## config.mk

```make
export PLATFORM = sky130hd
export DESIGN_NAME = serial_monitor
export DESIGN_NICKNAME = d
export VERILOG_FILES = /design/src/rtl/serial_monitor.sv
export SDC_FILE = /design/constraint.sdc
export NUM_CORES = 1
export LEC_CHECK = 0
export ABC_CLOCK_PERIOD_IN_PS = 6050
export BUFFER_PORTS_ARGS = -buffer_cell sky130_fd_sc_hd__clkbuf_2
export CAP_MARGIN = 20
export CORE_MARGIN = 2
export CORE_UTILIZATION = 40
export CTS_BUF_LIST = sky130_fd_sc_hd__clkbuf_16
export DETAILED_ROUTE_END_ITERATION = 10
export PLACE_DENSITY = 0.63
export SLEW_MARGIN = 10
export SYNTH_ARGS = -nofsm -noshare
export SYNTH_HDL_FRONTEND = slang
export SYNTH_SLANG_ARGS = --single-unit
```

## constraint.sdc

```tcl
create_clock -name clk -period 6.05 [get_ports clk]
set_input_delay 1.21 -clock clk [delete_from_list [all_inputs] [get_ports clk]]
set_output_delay 1.21 -clock clk [all_outputs]
set_load 0.005 [all_outputs]
```

## src/rtl/serial_monitor.sv

```systemverilog
`default_nettype none
`timescale 1ns/1ps
// +--------------------------------------------------------------------------+
// | serial_monitor: UART-driven bootstrap monitor (load/dump/fill/sum/exec)  |
// | Revision: 1.0                                                            |
// +--------------------------------------------------------------------------+
module serial_monitor #(
   parameter int          ADDR_WIDTH = 12,
   parameter int          LEN_WIDTH  = 16,
   parameter bit          ECHO       = 1'b1,
   parameter logic [23:0] TIMEOUT    = 24'd1200000
) (
   input  logic                  clk,
   input  logic                  rst,
   input  logic [7:0]            rx_byte,
   input  logic                  received,
   input  logic                  is_transmitting,
   output logic [7:0]            tx_byte,
   output logic                  transmit,
   output logic [ADDR_WIDTH-1:0] ram_waddr,
   output logic [ADDR_WIDTH-1:0] ram_raddr,
   output logic [7:0]            ram_din,
   output logic                  ram_we,
   input  logic [7:0]            ram_dout,
   output logic                  cpu_reset,
   output logic [ADDR_WIDTH-1:0] cpu_startaddr,
   input  logic                  cpu_halted,
   output logic                  monitor_control
);
   typedef enum logic [3:0] {
      IDLE, HDR, DISPATCH, LOAD, LOAD_UPD, ECHO_TX, FILL_VAL, FILL,
      DUMP_RD, DUMP_TX, SUM_RD, SUM_ACC, SUM_TX, ACK, RUN, HALT_TX
   } state_t;

   localparam logic [7:0] c_ST_OK      = 8'h00;
   localparam logic [7:0] c_ST_BADCMD  = 8'hEE;
   localparam logic [7:0] c_ST_TIMEOUT = 8'hE7;
   localparam logic [7:0] c_HALT_CHAR  = 8'h48;

   state_t                state_q, state_d;
   logic [2:0]            cnt_q, cnt_d;
   logic [7:0]            cmd_q, cmd_d, hi_q, hi_d, data_q, data_d;
   logic [7:0]            sum_q, sum_d, status_q, status_d;
   logic [7:0]            tx_byte_q, tx_byte_d, ram_din_q, ram_din_d;
   logic [ADDR_WIDTH-1:0] addr_q, addr_d, ram_waddr_q, ram_waddr_d;
   logic [ADDR_WIDTH-1:0] cpu_startaddr_q, cpu_startaddr_d;
   logic [LEN_WIDTH-1:0]  len_q, len_d;
   logic [23:0]           tmo_q, tmo_d;
   logic                  transmit_q, transmit_d, guard_q;
   logic                  ram_we_q, ram_we_d, cpu_reset_q, cpu_reset_d, mc_q, mc_d;
   logic [15:0]           w_word;
   logic                  w_tx_ok, w_tmo_run, w_tmo_hit;

   // Guard blocks the cycle after a strobe, before the uart reports busy.
   assign w_tx_ok   = !is_transmitting && !transmit_q && !guard_q;
   assign w_word    = {hi_q, rx_byte};
   assign w_tmo_run = (TIMEOUT != 24'd0) &&
                      (state_q == HDR || state_q == LOAD || state_q == FILL_VAL);
   assign w_tmo_hit = w_tmo_run && !received && (tmo_q == TIMEOUT - 24'd1);

   always_comb begin
      state_d         = state_q;
      cnt_d           = cnt_q;
      cmd_d           = cmd_q;
      hi_d            = hi_q;
      data_d          = data_q;
      sum_d           = sum_q;
      status_d        = status_q;
      addr_d          = addr_q;
      len_d           = len_q;
      tx_byte_d       = tx_byte_q;
      transmit_d      = 1'b0;
      ram_waddr_d     = ram_waddr_q;
      ram_din_d       = ram_din_q;
      ram_we_d        = 1'b0;
      cpu_reset_d     = 1'b0;
      cpu_startaddr_d = cpu_startaddr_q;
      mc_d            = mc_q;
      tmo_d           = (w_tmo_run && !received) ? tmo_q + 24'd1 : 24'd0;

      case (state_q)
         IDLE: if (received) begin
            cmd_d   = rx_byte;
            cnt_d   = 3'd1;
            state_d = HDR;
         end
         HDR: if (received) begin
            cnt_d = cnt_q + 3'd1;
            case (cnt_q)
               3'd1, 3'd3: hi_d = rx_byte;
               3'd2:       addr_d = w_word[ADDR_WIDTH-1:0];
               3'd4: begin
                  len_d   = w_word[LEN_WIDTH-1:0];
                  state_d = DISPATCH;
               end
               default: ;
            endcase
         end else if (w_tmo_hit) begin
            status_d = c_ST_TIMEOUT;
            state_d  = ACK;
         end
         DISPATCH: begin
            status_d = c_ST_OK;
            case (cmd_q)
               8'h01: state_d = (len_q == '0) ? ACK : LOAD;
               8'h02: state_d = (len_q == '0) ? ACK : DUMP_RD;
               8'h03: begin
                  cpu_startaddr_d = addr_q;
                  cpu_reset_d     = 1'b1;
                  mc_d            = 1'b0;
                  state_d         = RUN;
               end
               8'h04: state_d = (len_q == '0) ? ACK : FILL_VAL;
               8'h05: begin
                  sum_d   = 8'h00;
                  state_d = (len_q == '0) ? SUM_TX : SUM_RD;
               end
               default: begin
                  status_d = c_ST_BADCMD;
                  state_d  = ACK;
               end
            endcase
         end
         LOAD: if (received) begin
            ram_we_d    = 1'b1;
            ram_waddr_d = addr_q;
            ram_din_d   = rx_byte;
            data_d      = rx_byte;
            state_d     = LOAD_UPD;
         end else if (w_tmo_hit) begin
            status_d = c_ST_TIMEOUT;
            state_d  = ACK;
         end
         LOAD_UPD: begin
            addr_d = addr_q + 1'b1;
            len_d  = len_q - 1'b1;
            if (ECHO)
               state_d = ECHO_TX;
            else
               state_d = (len_q == LEN_WIDTH'(1)) ? ACK : LOAD;
         end
         ECHO_TX: if (w_tx_ok) begin
            tx_byte_d  = data_q;
            transmit_d = 1'b1;
            state_d    = (len_q == '0) ? ACK : LOAD;
         end
         FILL_VAL: if (received) begin
            data_d  = rx_byte;
            state_d = FILL;
         end else if (w_tmo_hit) begin
            status_d = c_ST_TIMEOUT;
            state_d  = ACK;
         end
         FILL: begin
            ram_we_d    = 1'b1;
            ram_waddr_d = addr_q;
            ram_din_d   = data_q;
            addr_d      = addr_q + 1'b1;
            len_d       = len_q - 1'b1;
            if (len_q == LEN_WIDTH'(1))
               state_d = ECHO ? ECHO_TX : ACK;
         end
         DUMP_RD: state_d = DUMP_TX;
         DUMP_TX: if (w_tx_ok) begin
            tx_byte_d  = ram_dout;
            transmit_d = 1'b1;
            addr_d     = addr_q + 1'b1;
            len_d      = len_q - 1'b1;
            state_d    = (len_q == LEN_WIDTH'(1)) ? ACK : DUMP_RD;
         end
         SUM_RD: state_d = SUM_ACC;
         SUM_ACC: begin
            sum_d   = sum_q + ram_dout;
            addr_d  = addr_q + 1'b1;
            len_d   = len_q - 1'b1;
            state_d = (len_q == LEN_WIDTH'(1)) ? SUM_TX : SUM_RD;
         end
         SUM_TX: if (w_tx_ok) begin
            tx_byte_d  = sum_q;
            transmit_d = 1'b1;
            state_d    = ACK;
         end
         ACK: if (w_tx_ok) begin
            tx_byte_d  = status_q;
            transmit_d = 1'b1;
            state_d    = IDLE;
         end
         RUN: if (cpu_halted) begin
            mc_d    = 1'b1;
            state_d = HALT_TX;
         end
         HALT_TX: if (w_tx_ok) begin
            tx_byte_d  = c_HALT_CHAR;
            transmit_d = 1'b1;
            state_d    = IDLE;
         end
         default: state_d = IDLE;
      endcase
   end

   always_ff @(posedge clk or posedge rst) begin
      if (rst) begin
         state_q         <= IDLE;
         cnt_q           <= 3'd0;
         cmd_q           <= 8'h00;
         hi_q            <= 8'h00;
         data_q          <= 8'h00;
         sum_q           <= 8'h00;
         status_q        <= 8'h00;
         addr_q          <= '0;
         len_q           <= '0;
         tmo_q           <= 24'd0;
         tx_byte_q       <= 8'h00;
         transmit_q      <= 1'b0;
         guard_q         <= 1'b0;
         ram_waddr_q     <= '0;
         ram_din_q       <= 8'h00;
         ram_we_q        <= 1'b0;
         cpu_reset_q     <= 1'b0;
         cpu_startaddr_q <= '0;
         mc_q            <= 1'b1;
      end else begin
         state_q         <= state_d;
         cnt_q           <= cnt_d;
         cmd_q           <= cmd_d;
         hi_q            <= hi_d;
         data_q          <= data_d;
         sum_q           <= sum_d;
         status_q        <= status_d;
         addr_q          <= addr_d;
         len_q           <= len_d;
         tmo_q           <= tmo_d;
         tx_byte_q       <= tx_byte_d;
         transmit_q      <= transmit_d;
         guard_q         <= transmit_q;
         ram_waddr_q     <= ram_waddr_d;
         ram_din_q       <= ram_din_d;
         ram_we_q        <= ram_we_d;
         cpu_reset_q     <= cpu_reset_d;
         cpu_startaddr_q <= cpu_startaddr_d;
         mc_q            <= mc_d;
      end
   end

   assign tx_byte         = tx_byte_q;
   assign transmit        = transmit_q;
   assign ram_waddr       = ram_waddr_q;
   assign ram_raddr       = addr_q;
   assign ram_din         = ram_din_q;
   assign ram_we          = ram_we_q;
   assign cpu_reset       = cpu_reset_q;
   assign cpu_startaddr   = cpu_startaddr_q;
   assign monitor_control = mc_q;
endmodule
`default_nettype wire

```

# Word level (Yosys, flattened, before mapping)
# Index checks and enable logic that the tools add are counted.
# word_totals
output_inout_bits	56
in_bits	21
wordCells	164
regBits	144
# classes
n_mux	57
addsub	5
n_eq_ne	44
reduce_logical	39
# op_table
operator	count
2-to-1 mux 8 bit	10
case mux 4 bit (15 select lines)	1
2-to-1 mux 4 bit	14
2-to-1 mux 12 bit	4
2-to-1 mux 16 bit	3
case mux 16 bit (3 select lines)	1
case mux 8 bit (2 select lines)	3
case mux 8 bit (5 select lines)	1
case mux 12 bit (3 select lines)	1
== test 4 bit, second input constant	8
inequality test 2 bit, second input constant	13
adder 24 x 1 -> 24 bit, second input constant	1
== test 24 x 21 -> 1 bit, second input constant	1
2-to-1 mux 24 bit	1
case mux 12 bit (2 select lines)	1
case mux 4 bit (5 select lines)	1
2-to-1 mux 3 bit	6
== test 16 x 1 -> 1 bit, second input constant	1
== test 4 x 3 -> 1 bit, second input constant	4
== test 8 x 2 -> 1 bit, second input constant	2
== test 8 x 3 -> 1 bit, second input constant	2
zero test 16 bit	1
subtractor 16 x 1 -> 16 bit, second input constant	1
adder 12 x 1 -> 12 bit, second input constant	1
28 further kinds	63

# Depth between registers and ports, before layout
# depth
word_depth	8
ltp_mapped	10
depth_no_buf	8

# Least setup slack after synthesis
# No wires, ideal clock.
# synth_timing
kind	input to register
startpoint	input ram_dout[0]
endpoint	register sum_q[6]
setup_time_ns	0.135
path_stages	8
required_ns	5.915
t_arrival_ns	2.602
slack_ns	3.313
path_buffers	0
cell_sequence	ha_1 > fa_1 > a21o_1 > a21oi_1 > o21bai_1 > a21oi_1 > xor2_1 > o21ai_0
# synth_via
elab_chain_cells	2
# synth_lines
item	line	text
start, declared	24	input logic [7:0] ram_dout,
adder 8 bit	173	sum_d = sum_q + ram_dout;
case mux 8 bit (2 select lines)	81	case (state_q)
end signal, assigned	228	sum_q <= sum_d;
end, declared	43	logic [7:0] sum_q, sum_d, status_q, status_d;
# No other way between the ends.
# A chain may end at the register's enable or synchronous reset.

# Worst setup path after layout
# layout_timing
startpoint	register state_q[0]
endpoint	register state_q[3]
# layout_via
elab_chain_cells	8
elab_cells_between_ends	35
classes_between	eq/ne: 23; mux: 5; reduce/logical: 7
# layout_lines
item	line	text
start, declared	40	state_t state_q, state_d;
start signal, assigned	223	state_q <= state_d;
== test 4 x 1 -> 1 bit / == test 4 x 2 -> 1 bit (equally long branches)	58, 81	
logical OR 1 bit (2 in series)	58	(state_q == HDR || state_q == LOAD || state_q == FILL_VAL);
logical AND 1 bit (2 in series)	59	assign w_tmo_hit = w_tmo_run && !received && (tmo_q == TIMEOUT - 24'd1);
2-to-1 mux 4 bit	n/a	
2-to-1 mux 4 bit (on tied branches)	n/a	
case mux 4 bit (15 select lines)	81	
# Parallel ways exist; a longest one is shown, timed or not.

==> key figures <==
Run status
  • Status: completed

Cells and area
  • Area Growth Syn to Fin: 15.18%
  • # nets final: 863
  • Commonest non-fill, non-tap cells in the layout: 138 x dfrtp_1, 96 x nand2_1, 76 x clkbuf_2
  • Layout Cells excl Fill: 1066
  • Fin util: 46.99%
  • Commonest non-fill, non-tap cell in the layout: dfrtp_1
  • # diodes: 0
  • Layout cells sized above 1: 19.95%

Worst setup path
  • Worst Path Buf+Inv: 0
  • Crit path max fanout: 27
  • Worst EP required: between 6 and 7 ns
  • CP endpoint kind: flip-flop
  • Critical Path Source Type: flip-flop
  • R2r worst-path depth: 6
  • Worst path max stage delay: roughly 0.86 ns
  • RR Endpoint: state_q[3]$_DFFE_PP0P_
  • WS Path Type: flip-flop to flip-flop
  • Worst R2R Setup Slack: 3.04 ns
  • CP top delay family: simple AND/OR/NAND/NOR gates
  • Critical path's slowest cell: dfrtp_1
  • Critical Path, Cell by Cell: nor2b_1 > a21o_1 > nand2_1 > nor2_1 > a211oi_1 > nor3_1
  • R2r startpoint: state_q[0]$_DFFE_PP0P_
  • Arrival @ worst endpoint: ~3.4 ns

STA
  • Final Hold Fails: 0
  • Slack of the critical path: 3.042 ns
  • Post-layout min period: between 3 and 4 ns
  • RSZ-0062 raised after global routing: no
  • TNS Setup: 0 ns
  • Slew margin rel.: a little over a third
  • Slew @ Worst Pin: 0.9776 ns
  • Final setup viols: 0
  • Max frequency: about 0.33 GHz
  • Skew final: 0.008463 ns
  • Final Max Slew Viols: 0
  • Crit share post-route: 49.72%

Clock tree
  • Worst-Skew Late Latency: 0.43 ns
  • Sink Count: 139
  • Clk buf depth: 2
  • Clock transition at the registers of the reported paths: 0.06 ns
  • TritonCTS buffer count: 17
  • Setup bufs post-CTS: 0
  • Htree depth: 4
  • Clock Tree Root: clkbuf_16
  • Hold_buf cts: 0
  • CTS tree: built
  • CTS-repair resized insts: 0

Synthesis
  • Post-Syn Nets: 802
  • Seq/Total Area, Yosys: between 40% and 50%
  • Synth Warn #: 0
  • Synth top area share: 47.12%
  • Yosys reg bits: around 140
  • Ys flop type: dfrtp_1
  • Number of synthesized flops with an enable pin: 0
  • Synth Instances: roughly 760
  • Post-synthesis async set-or-reset flop share: 100.0%
  • Mapped Area: 7330 sq um
  • Largest cells by area after synthesis: dfrtp_1 47%, mux2_2 5.4%, nand2_1 4.9%
  • Syn avg cell area: 9.606 sq um
  • Unique masters post-synth: 72
  • Yosys top cell by area: dfrtp_1

Worst hold path
  • Hold depth: 0
  • Hold_sp: transmit$_DFF_PP0_
  • Worst hold endpoint: guard_q$_DFF_PP0_
  • Worst min path class: flip-flop to flip-flop

Drt
  • Total iterations of the first detailed-routing run: 5
  • DRC violations left: 0
  • Drt total wl: 18190 microns
  • Iteration-0 DRC Markers: approximately 420
  • DR WL/cell: 17.07 microns
  • Via Count: 6028
  • DR vias/cell: 5.655
  • Routed Antenna Nets: 0

Floorplan
  • Io pins: 77
  • Total die area: 19420 sq um
  • Die extent in y: approximately 140 microns
  • Initial Utilization: 40.80%
  • Die W: 139.4 microns
  • Total core area: about 18000 sq um
  • Rows: 49

Global routing
  • Largest net degree at the start of global routing: roughly 100
  • Number of global-route vias before repair: 5821
  • Total track usage: 19.38%
  • Grt ovf: 0
  • Initial antenna violation count: 0
  • First-pass GRT wire length: 30300 microns

Run
  • Max-Cap Viols: 0

Placement
  • Port Buffers: 76
  • DP HPWL: between 10000 and 15000 microns
  • Placement Setup Slack: 2.869 ns
  • Placed insts: 1034
  • RePlAce Congestion: 0.8479

Power
  • PwrDens: about 550 nW/um^2
  • Final Total Pwr: 4.662 mW
  • Total leakage power: 3.823 nW
  • VDD IR max: 0.0003749 V
[routing by layer]
layer / part of all wire (%) / GRT usage [%]
met1: 46 / 26.24
met2: 46 / 30.03
met3: 4.9 / 4.714
met4: 2.6 / 7.762
met5: 0 / 0
[registers in the layout, summed over array words and instances (netlist names)]
signal	flops
hi_q	8
cnt_q	3
data_q	8
ram_we	1
tmo_q	24
guard_q	1
ram_raddr	12
sum_q	8
state_q	4
ram_waddr	12
ram_din	8
status_q	3
tx_byte	8
cpu_startaddr	12
cpu_reset	1
transmit	1
cmd_q	8
len_q	16
monitor_control	1
[report_power, final]
| part | internal [mW] | total (mW) | switching, mW | leakage, nW |
|---|---|---|---|---|
| Clock | 0.647 | 1.06 | 0.418 | 0.288 |
| Sequential | 1.29 | 1.68 | 0.387 | 1.75 |
| Combinational | 0.819 | 1.92 | 1.10 | 1.79 |
| Total | 2.76 | 4.66 | 1.90 | 3.82 |
[through the flow]
stage                     instance area, sq um  hold slack, ns
after detailed placement                  7843          0.3990
after global placement                    7843          0.3932
final                                     8442          0.4203
after global routing                      8442          0.4276
after floorplan                           7330          0.3970
after CTS                                 8442          0.4120
[synth_stat cells, types with 3 or more instances]
library cell  instances
a211oi_1              4
a21o_1                5
a21oi_1              34
a22oi_1              11
a2bb2oi_1             4
a31oi_1              10
a41oi_1               4
and2_1                4
and3_1               17
and4_1                5
buf_2                19
buf_6                 3
clkbuf_1             16
dfrtp_1             138
ha_1                 17
inv_1                20
mux2_2               35
mux2i_1               4
nand2_1              96
nand2b_1              4
nand3_1              34
nand4_1               6
nor2_1               72
nor2b_1               7
nor3_1               20
o211ai_1              3
o21a_1                4
o21ai_0              39
o21ai_1              15
o22a_1               13
o22ai_1              20
o41ai_1               3
or3_1                 4
xnor2_1              11
xor2_1               18
[layout make-up]
type                       count  area [sq um]
clock buffer                  17         425.4
clock inverter                15         173.9
fill                        1709          9522
inverter                      21         83.83
multi-input combinational    563          3567
sequential                   139          3480
tap                          229         286.5
timing repair buffer          82         425.4
[cell families (layout without fill, tap and decap cells)]
group	count (synthesis)	after routing	share of synthesized area (%)
XOR/XNOR	29	29	3.465
flip-flops	139	139	47.47
AO/OA/AOI/OAI	186	186	16.42
multiplexers	39	39	5.924
AND/OR/NAND/NOR	291	291	19.68
adder cells (fa/ha/maj)	18	18	3.175
buffers and inverters	61	135	3.858
[how the worst max path moves through the flow]
stage	from	end	slack [ns]	depth (start not counted)
finish	state_q[0]$_DFFE_PP0P_	state_q[3]$_DFFE_PP0P_	3.04	6
global route	state_q[0]$_DFFE_PP0P_	state_q[3]$_DFFE_PP0P_	2.68	6
detailed placement	is_transmitting	ram_raddr[2]$_DFFE_PP0P_	2.87	7
floorplan	rst	cmd_q[0]$_DFFE_PP0P_	1.12	1
global placement	is_transmitting	ram_raddr[6]$_DFFE_PP0P_	2.90	7
CTS	state_q[0]$_DFFE_PP0P_	state_q[3]$_DFFE_PP0P_	3.05	6
No activity file was read; power rests on OpenSTA's default activity.
